### src/rtl/shift_sequencer_pkg.sv
// Shared types and constants for the shift sequencer: FSM state encoding and shift modes.
// Latency: n/a (declarations only).
// Backpressure: n/a.
package shift_seq_pkg;

  typedef enum logic [1:0] {
    IDLE  = 2'd0,
    SHIFT = 2'd1,
    DONE  = 2'd2
  } state_t;

  localparam logic [1:0] MODE_LSR = 2'b00;
  localparam logic [1:0] MODE_ASR = 2'b01;
  localparam logic [1:0] MODE_LSL = 2'b10;
  localparam logic [1:0] MODE_ROR = 2'b11;

endpackage

### src/rtl/shift_sequencer_if.sv
// Command/result bundle between a command source (master) and the shift sequencer (slave).
// Latency: n/a (wires only).
// Backpressure: none; the master watches busy and must not expect starts during busy to be queued.
// Signals: start/data_in/amt/mode (command), busy/done/result (status and result).
interface shift_sequencer_if #(
  parameter int WIDTH = 4,
  parameter int AMT_W = 3
);
  logic             start;
  logic [WIDTH-1:0] data_in;
  logic [AMT_W-1:0] amt;
  logic [1:0]       mode;
  logic             busy;
  logic             done;
  logic [WIDTH-1:0] result;

  modport master (
    output start, data_in, amt, mode,
    input  busy, done, result
  );

  modport slave (
    input  start, data_in, amt, mode,
    output busy, done, result
  );
endinterface

### src/rtl/shift_sequencer_shift1_unit.sv
// Combinational single-position shifter: LSR, ASR, LSL, and mode 11 (rotate right when
// SHIFT_SEQ_ROTATE_EN is defined, otherwise identical to LSR).
// Latency: 0 cycles. Backpressure: none.
// Ports: din (operand), mode (shift kind), dout (operand moved by one bit position).
module shift1_unit
  import shift_seq_pkg::*;
#(
  parameter int WIDTH = 4
) (
  input  logic [WIDTH-1:0] din,
  input  logic [1:0]       mode,
  output logic [WIDTH-1:0] dout
);

  always_comb begin
    dout = {1'b0, din[WIDTH-1:1]};
    case (mode)
      MODE_LSR: dout = {1'b0, din[WIDTH-1:1]};
      MODE_ASR: dout = {din[WIDTH-1], din[WIDTH-1:1]};
      MODE_LSL: dout = {din[WIDTH-2:0], 1'b0};
`ifdef SHIFT_SEQ_ROTATE_EN
      MODE_ROR: dout = {din[0], din[WIDTH-1:1]};
`else
      MODE_ROR: dout = {1'b0, din[WIDTH-1:1]};
`endif
      default:  dout = {1'b0, din[WIDTH-1:1]};
    endcase
  end

endmodule

### src/rtl/shift_sequencer.sv
// Sequences a 1-bit shift unit amt times to realise an N-bit shift; done pulses one cycle
// with the result. Latency: done is high in the cycle after accept edge + amt.
// Backpressure: start is only sampled in IDLE; starts while busy/done are dropped, not queued.
// Ports: clk, rst (sync active-high), bus (slave side of shift_sequencer_if).
// Optional build macro: SHIFT_SEQ_ROTATE_EN (mode 11 rotates right instead of acting as LSR).
module shift_sequencer
  import shift_seq_pkg::*;
#(
  parameter int WIDTH = 4,
  parameter int AMT_W = 3
) (
  input  logic clk,
  input  logic rst,
  shift_sequencer_if.slave bus
);

  state_t           state;
  logic [WIDTH-1:0] work;
  logic [AMT_W-1:0] count;
  logic [1:0]       mode_q;
  logic [WIDTH-1:0] shifted;
  logic             busy_q;
  logic             done_q;
  logic [WIDTH-1:0] result_q;

  shift1_unit #(.WIDTH(WIDTH)) u_shift1 (
    .din  (work),
    .mode (mode_q),
    .dout (shifted)
  );

  // Outputs are registered alongside the state so that busy/done/result change
  // exactly on the edges that move the FSM.
  always_ff @(posedge clk) begin
    if (rst) begin
      state    <= IDLE;
      work     <= '0;
      count    <= '0;
      mode_q   <= MODE_LSR;
      busy_q   <= 1'b0;
      done_q   <= 1'b0;
      result_q <= '0;
    end else begin
      done_q <= 1'b0;
      case (state)
        IDLE: begin
          if (bus.start) begin
            work   <= bus.data_in;
            count  <= bus.amt;
            mode_q <= bus.mode;
            busy_q <= 1'b1;
            if (bus.amt == '0) begin
              // Zero-step command: the operand itself is the result.
              state    <= DONE;
              done_q   <= 1'b1;
              result_q <= bus.data_in;
            end else begin
              state <= SHIFT;
            end
          end
        end
        SHIFT: begin
          work  <= shifted;
          count <= count - 1'b1;
          // Last step: capture the value the work register is taking on this edge.
          if (count == AMT_W'(1)) begin
            state    <= DONE;
            done_q   <= 1'b1;
            result_q <= shifted;
          end
        end
        DONE: begin
          state  <= IDLE;
          busy_q <= 1'b0;
        end
        default: begin
          state  <= IDLE;
          busy_q <= 1'b0;
        end
      endcase
    end
  end

  assign bus.busy   = busy_q;
  assign bus.done   = done_q;
  assign bus.result = result_q;

endmodule
### src/flat_wrapper.sv
// flat-port wrapper written by rule: the top's interface ports become plain ports
module shift_sequencer_flat import shift_seq_pkg::*;
#(
  parameter int WIDTH = 4,
  parameter int AMT_W = 3
)
  (clk, rst, bus_start, bus_data_in, bus_amt, bus_mode, bus_busy, bus_done, bus_result);
  shift_sequencer_if #(.WIDTH(WIDTH), .AMT_W(AMT_W)) bus_i ();
  input  logic clk;
  input  logic rst;
  input wire logic [$bits(bus_i.start)-1:0] bus_start;
  input wire logic [$bits(bus_i.data_in)-1:0] bus_data_in;
  input wire logic [$bits(bus_i.amt)-1:0] bus_amt;
  input wire logic [$bits(bus_i.mode)-1:0] bus_mode;
  output wire logic [$bits(bus_i.busy)-1:0] bus_busy;
  output wire logic [$bits(bus_i.done)-1:0] bus_done;
  output wire logic [$bits(bus_i.result)-1:0] bus_result;
  assign bus_i.start = bus_start;
  assign bus_i.data_in = bus_data_in;
  assign bus_i.amt = bus_amt;
  assign bus_i.mode = bus_mode;
  assign bus_busy = bus_i.busy;
  assign bus_done = bus_i.done;
  assign bus_result = bus_i.result;
  shift_sequencer #(.WIDTH(WIDTH), .AMT_W(AMT_W)) u_core (.clk(clk), .rst(rst), .bus(bus_i));
endmodule
### config.mk
export PLATFORM = sky130hd
export DESIGN_NAME = shift_sequencer_flat
export DESIGN_NICKNAME = d
export VERILOG_FILES = /design/src/rtl/shift_sequencer_pkg.sv /design/src/rtl/shift_sequencer_if.sv /design/src/rtl/shift_sequencer_shift1_unit.sv /design/src/rtl/shift_sequencer.sv /design/src/flat_wrapper.sv
export SDC_FILE = /design/constraint.sdc
export NUM_CORES = 1
export LEC_CHECK = 0
export ABC_AREA = 0
export CORE_MARGIN = 3
export CORE_UTILIZATION = 41
export CTS_CLUSTER_DIAMETER = 60
export DETAILED_ROUTE_END_ITERATION = 10
export PLACE_DENSITY = 0.69
export SLEW_MARGIN = 25
export SYNTH_ARGS = -nofsm -noshare
export SYNTH_HDL_FRONTEND = slang
export SYNTH_SLANG_ARGS = --single-unit
### constraint.sdc
create_clock -name clk -period 1.54 [get_ports clk]
set_input_delay 0.462 -clock clk [delete_from_list [all_inputs] [get_ports clk]]
set_output_delay 0.462 -clock clk [all_outputs]
set_load 0.05 [all_outputs]
* After elaboration in Yosys (flattened, before gate mapping)
Cells that the tools add are included.
** Word-level totals
- Bits in registers :: 17
- Memories kept :: 0
- Bits in latches :: 0
- Word-level logic and storage cells :: 46
- RAM bits :: 0
- ROM bits :: 0
- Output and inout bits :: 6
** Operators by class
- Divide/modulo/power cells :: 0
- Reductions and logical operators :: 10
- Add/subtract/negate cells :: 1
- $mul :: 0
- Shifts and indexed selects :: 0
- Bitwise logic cells :: 1
- Mux-type cells :: 19
- Equality and inequality tests :: 8
- Order comparisons :: 0
** Operator list (number)
- 2-to-1 mux 4 bit :: 4
- one-hot mux 4 bit (2 select lines) :: 2
- one-hot mux 4 bit (3 select lines) :: 1
- AND reduction 2 bit :: 4
- 2-to-1 mux 2 bit :: 3
- one-hot mux 3 bit (2 select lines) :: 1
- equality test 2 x 1 -> 1 bit, second input constant :: 2
- equality test 2 bit, second input constant :: 2
- zero test 2 bit :: 2
- 2-to-1 mux 1 bit :: 4
- inequality test 2 x 1 -> 1 bit, second input constant :: 2
- one-hot mux 1 bit (2 select lines) :: 2
- one-hot mux 2 bit (2 select lines) :: 1
- AND reduction 4 bit :: 1
- equality test 3 x 1 -> 1 bit, second input constant :: 1
- zero test 3 bit :: 1
- 2-to-1 mux 3 bit :: 1
- subtractor 3 x 1 -> 3 bit, second input constant :: 1
- inequality test 2 bit, second input constant :: 1
- nonzero test 2 bit :: 1
- OR reduction 2 bit :: 1
- NOT 1 bit :: 1

* Logic depth before layout (Yosys ltp)
- Depth after elaboration :: 5
- Gate-level depth with buffers :: 6

* Modules after synthesis
Synthesis repeated with hierarchy kept, for this count alone.
** Unflattened totals
- Cells, all modules :: 85
- Area total of the unflattened synthesis :: 867.1 um2
** By module, submodules not included
- shift_sequencer :: cells an instance 75, instances 1, seq. area each 340.3 um2, area an instance 788.3 um2
- shift1_unit :: cells an instance 10, instances 1, seq. area each 0.0 um2, area an instance 78.8 um2

* Worst setup path before layout
No wires, ideal clock.
- Path kind :: register to register
- From :: register u_core.mode_q[0]
- To :: register u_core.work[1]
- Slack :: -0.085 ns
- Stages on the path, launching flop included :: 7
- Buffers on the path :: 0
- Required time :: 1.408 ns
- Arrival :: 1.493 ns
- Setup time :: 0.132 ns
- Cell sequence :: dfxtp_1 > inv_1 > ha_1 > or2_2 > a221oi_1 > or3_1 > a21oi_1
** On the way
- Longest elaborated chain between the ends :: 4
** Ends and longest elaborated chain
- from (decl) :: line shift_sequencer.sv:20 : logic [1:0] mode_q;
- from (signal assigned) :: line shift_sequencer.sv:50 : mode_q <= bus.mode;
- equality test 2 bit / zero test 2 bit (equally long branches) :: line shift_sequencer_shift1_unit.sv:17 : case (mode)
- OR reduction 2 bit (no source line)
- one-hot mux 4 bit (3 select lines) * :: line shift_sequencer_shift1_unit.sv:17
- one-hot mux 4 bit (2 select lines) * :: line shift_sequencer.sv:45 : case (state)
- to (signal assigned) :: line shift_sequencer.sv:48 : work <= bus.data_in;
- to (signal assigned) :: line shift_sequencer.sv:63 : work <= shifted;
- to (decl) :: line shift_sequencer.sv:18 : logic [WIDTH-1:0] work;
Mark *: on every way between the ends. The rest lies on a longest branch, timed or not.
A chain may end at the register's enable or synchronous reset.

* Final worst setup path
- From :: register u_core.mode_q[0]
- To :: register u_core.result_q[1] (netlist: u_core.bus.result[1])
** On the way
- Longest elaborated chain between the ends :: 5
** Ends and longest elaborated chain
- equality test 2 bit / zero test 2 bit (equally long branches) :: line shift_sequencer_shift1_unit.sv:17
- OR reduction 2 bit (no source line)
- one-hot mux 4 bit (3 select lines) * :: line shift_sequencer_shift1_unit.sv:17
- 2-to-1 mux 4 bit * :: line shift_sequencer.sv:66 : if (count == AMT_W'(1)) begin
- one-hot mux 4 bit (2 select lines) * :: line shift_sequencer.sv:45
- to (signal assigned) :: line shift_sequencer.sv:56 : result_q <= bus.data_in;
- to (signal assigned) :: line shift_sequencer.sv:69 : result_q <= shifted;
- to (decl) :: line shift_sequencer.sv:24 : logic [WIDTH-1:0] result_q;
Mark *: on every way between the ends. The rest lies on a longest branch, timed or not. The select of a mux whose other input is x is not followed.

==> flow_metrics.tcl <==
set metrics [dict create \
    power_switching_mw 0.3539 \
    fp.dieW_um 50.88 \
    ys_ff_latch 17 \
    cp.buffers_inverters 2 \
    critPathMaxStageDelay_ps 380 \
    grt_max_degree 11 \
    dp.final_hpwl_um 1494 \
    ys_async_sr_fraction 0 \
    drive_gt1_frac 0.3415 \
    synth_top_area_share 0.4121 \
    hold_path_class "in -> reg" \
    tightest_slew_ps 268.7 \
    yosysWarnings 0 \
    wl_um 1975 \
    ys_seq_area_frac 0.4121 \
    diodes 0 \
    status "completed" \
    io_buffer_count 17 \
    skew_ps 4.777 \
    cts_num_sinks 17 \
    start_kind "flip-flop" \
    antenna_found_initial 0 \
    path_max_fanout 3 \
    min_period_ps 1481 \
    overflow 0 \
    p_int_mw 0.7534 \
    critical_path.cell_chain "inv_2 -> ha_4 -> or2_4 -> a221oi_4 -> buf_4 -> o32ai_2" \
    placed_area_sq_um 1176 \
    final_area_sq_um 1276 \
    dominantRegCellSynth "dfxtp_1" \
    p_leak_nw 0.5307 \
    synth_top_family_by_area "simple AND/OR/NAND/NOR gates" \
    fmax_mhz 675.4 \
    synthXorXnorAreaFrac 0 \
    dieArea_sq_um 2589 \
    p_per_area_nw_per_um2 867.6 \
    crit_path_end_kind "flip-flop" \
    fin_hold_ws_ps 476.8 \
    timing.final.hold_violations 0 \
    htreeDepth 1 \
    ir_drop_mv 0.6209 \
    drt_iter0_markers 15 \
    clk_latency_ps 300 \
    detail-route-antenna-nets 0 \
    synth_area_leaders "dfxtp_1 (41%), nand2_1 (6.4%), ha_1 (6.1%)" \
    slew_headroom 0.8209 \
    cts_buffers 3 \
    synth_compound_area_frac 0.2318 \
    initial_core_util 0.4536 \
    pin_count 18 \
    synthMuxAreaShare 0 \
    swShare 0.3196 \
    firstDrtPassIters 4 \
    setup_viol 0 \
    synthSimpleGateAreaFrac 0.2379 \
    chipHeight_um 50.88 \
    slew_viol_final 0 \
    cts_hold_buf 0 \
    cap_viol_max_count 0 \
    grt_usage 0.1755 \
    root_buffer "clkbuf_4" \
    path_delay_family "flip-flops" \
    tns_ps 0 \
    tritoncts "yes" \
    core_area_sq_um 1821 \
    clock_power_share 0.221 \
    rsz0062_at_grt "no" \
    period_share 0.9614 \
    rows 15 \
    synthCells 93 \
    synthToLayoutAreaGrowth_pct 54.54 \
    slowest_stage "dfxtp_4" \
    cts_buffer_depth 2 \
    required_ps 1740 \
    p_seq_frac 0.469 \
    vias 809 \
    cts_setup_buffers 0 \
    crit_arrival_ps 1680 \
    synth_edf_count 0 \
    via_per_inst 5.466 \
    synth_area_per_cell_sq_um 8.879 \
    combPwrFrac 0.310 \
    synth_fa_ha_area_frac 0.06061 \
    drc_errors 0 \
    nets 140 \
    fin_util 0.7010 \
    grt_first_pass_wirelength_um 3387 \
    wl_per_cell_um 13.34 \
    yosysTopAreaCell "dfxtp_1" \
    cts.clk_slew.worst_paths_ps 100 \
    gp_congestion 0.7969 \
    grt_pass1_vias 804 \
    path_class "reg -> reg" \
    ys_types 35 \
    synth_area_sq_um 825.8 \
    syn-num-nets 109 \
]
[placed cells by master (no fill, tap or decap), types with 2 or more instances in the layout]
master,instances
a211oi_1,2
a21oi_1,7
buf_12,6
buf_4,13
clkbuf_4,3
clkdlybuf4s50_1,7
dfxtp_1,15
dfxtp_4,2
dlymetal6s2s_1,3
ha_1,2
ha_4,2
inv_1,4
inv_2,2
nand2_1,14
nand2b_1,4
nand3_1,2
nor2_1,5
o211ai_1,3
[synth_stat cells (2+ instances only)]
library cell and instances:
dfxtp_1 17, or3_1 2, nand2b_1 5, nand2_1 14, ha_1 4, a21oi_1 8
inv_1 6, a211oi_1 2, buf_2 2, nor2_1 5, nand3_1 2, o211ai_1 3
[path summary, 6_finish.rpt]
check	to	from	cells past startpoint	slack [ps]
hold / removal	u_core.count[0]	bus_amt[0]	3	480
setup / recovery	u_core.bus.result[1]	u_core.mode_q[0]	6	60
setup reg to reg	u_core.bus.result[1]	u_core.mode_q[0]	6	60
hold reg to reg	u_core.work[1]	u_core.work[1]	2	490
[tightest hold or removal path, stage by stage]
cell            delay, ps
dlymetal6s2s_1        140
nand2_1                60
a31oi_1                70
[cell type report]
| class | count | area, sq um |
|---|---|---|
| tap | 25 | 31.28 |
| multi-input combinational | 66 | 513.0 |
| fill | 128 | 544.3 |
| timing repair buffer | 30 | 334.1 |
| inverter | 6 | 22.52 |
| sequential | 17 | 347.8 |
| clock inverter | 1 | 5.005 |
| clock buffer | 3 | 22.52 |
[what timing repair did]
item / in CTS / in global routing
pin swaps: 6 / 6
resized for setup: 6 / 16
endpoints found under the setup margin: 9 / 9
[per-stage QoR]
stage	worst slack [ps]	power, mW	cells
floorplan	0.5113	0.7015	93
finish	59.50	1.107	148
detailed placement	-462.8	0.8474	145
global route	12.72	1.172	148
CTS	-4.386	1.101	149
global placement	-414.3	0.8373	145
[sequential cells by signal, summed over array words and instances, names as in the netlist]
register	cells
u_core.state	2
u_core.work	4
u_core.mode_q	2
u_core.bus.done	1
u_core.bus.busy	1
u_core.bus.result	4
u_core.count	3
[power by group through the flow]
stage	Sequential, mW	Combinational, mW	Clock [mW]
CTS	0.514	0.332	0.255
detailed placement	0.524	0.324	0
global placement	0.521	0.316	0
floorplan	0.543	0.158	0
global route	0.525	0.376	0.272
finish	0.519	0.344	0.244
[layer usage]
metal	up-vias	track usage	part of all wire
li1	390	-	-
met1	382	0.1800	0.41
met2	30	0.3196	0.51
met3	7	0.06122	0.063
met4	0	0.07623	0.019
met5	-	0	0
[cells by family after synthesis]
| group | Yosys count |
|---|---|
| adder cells (fa/ha/maj) | 4 |
| flip-flops | 17 |
| buffers and inverters | 10 |
| AND/OR/NAND/NOR | 37 |
| AO/OA/AOI/OAI | 25 |
(Power assumes the default switching activity.)
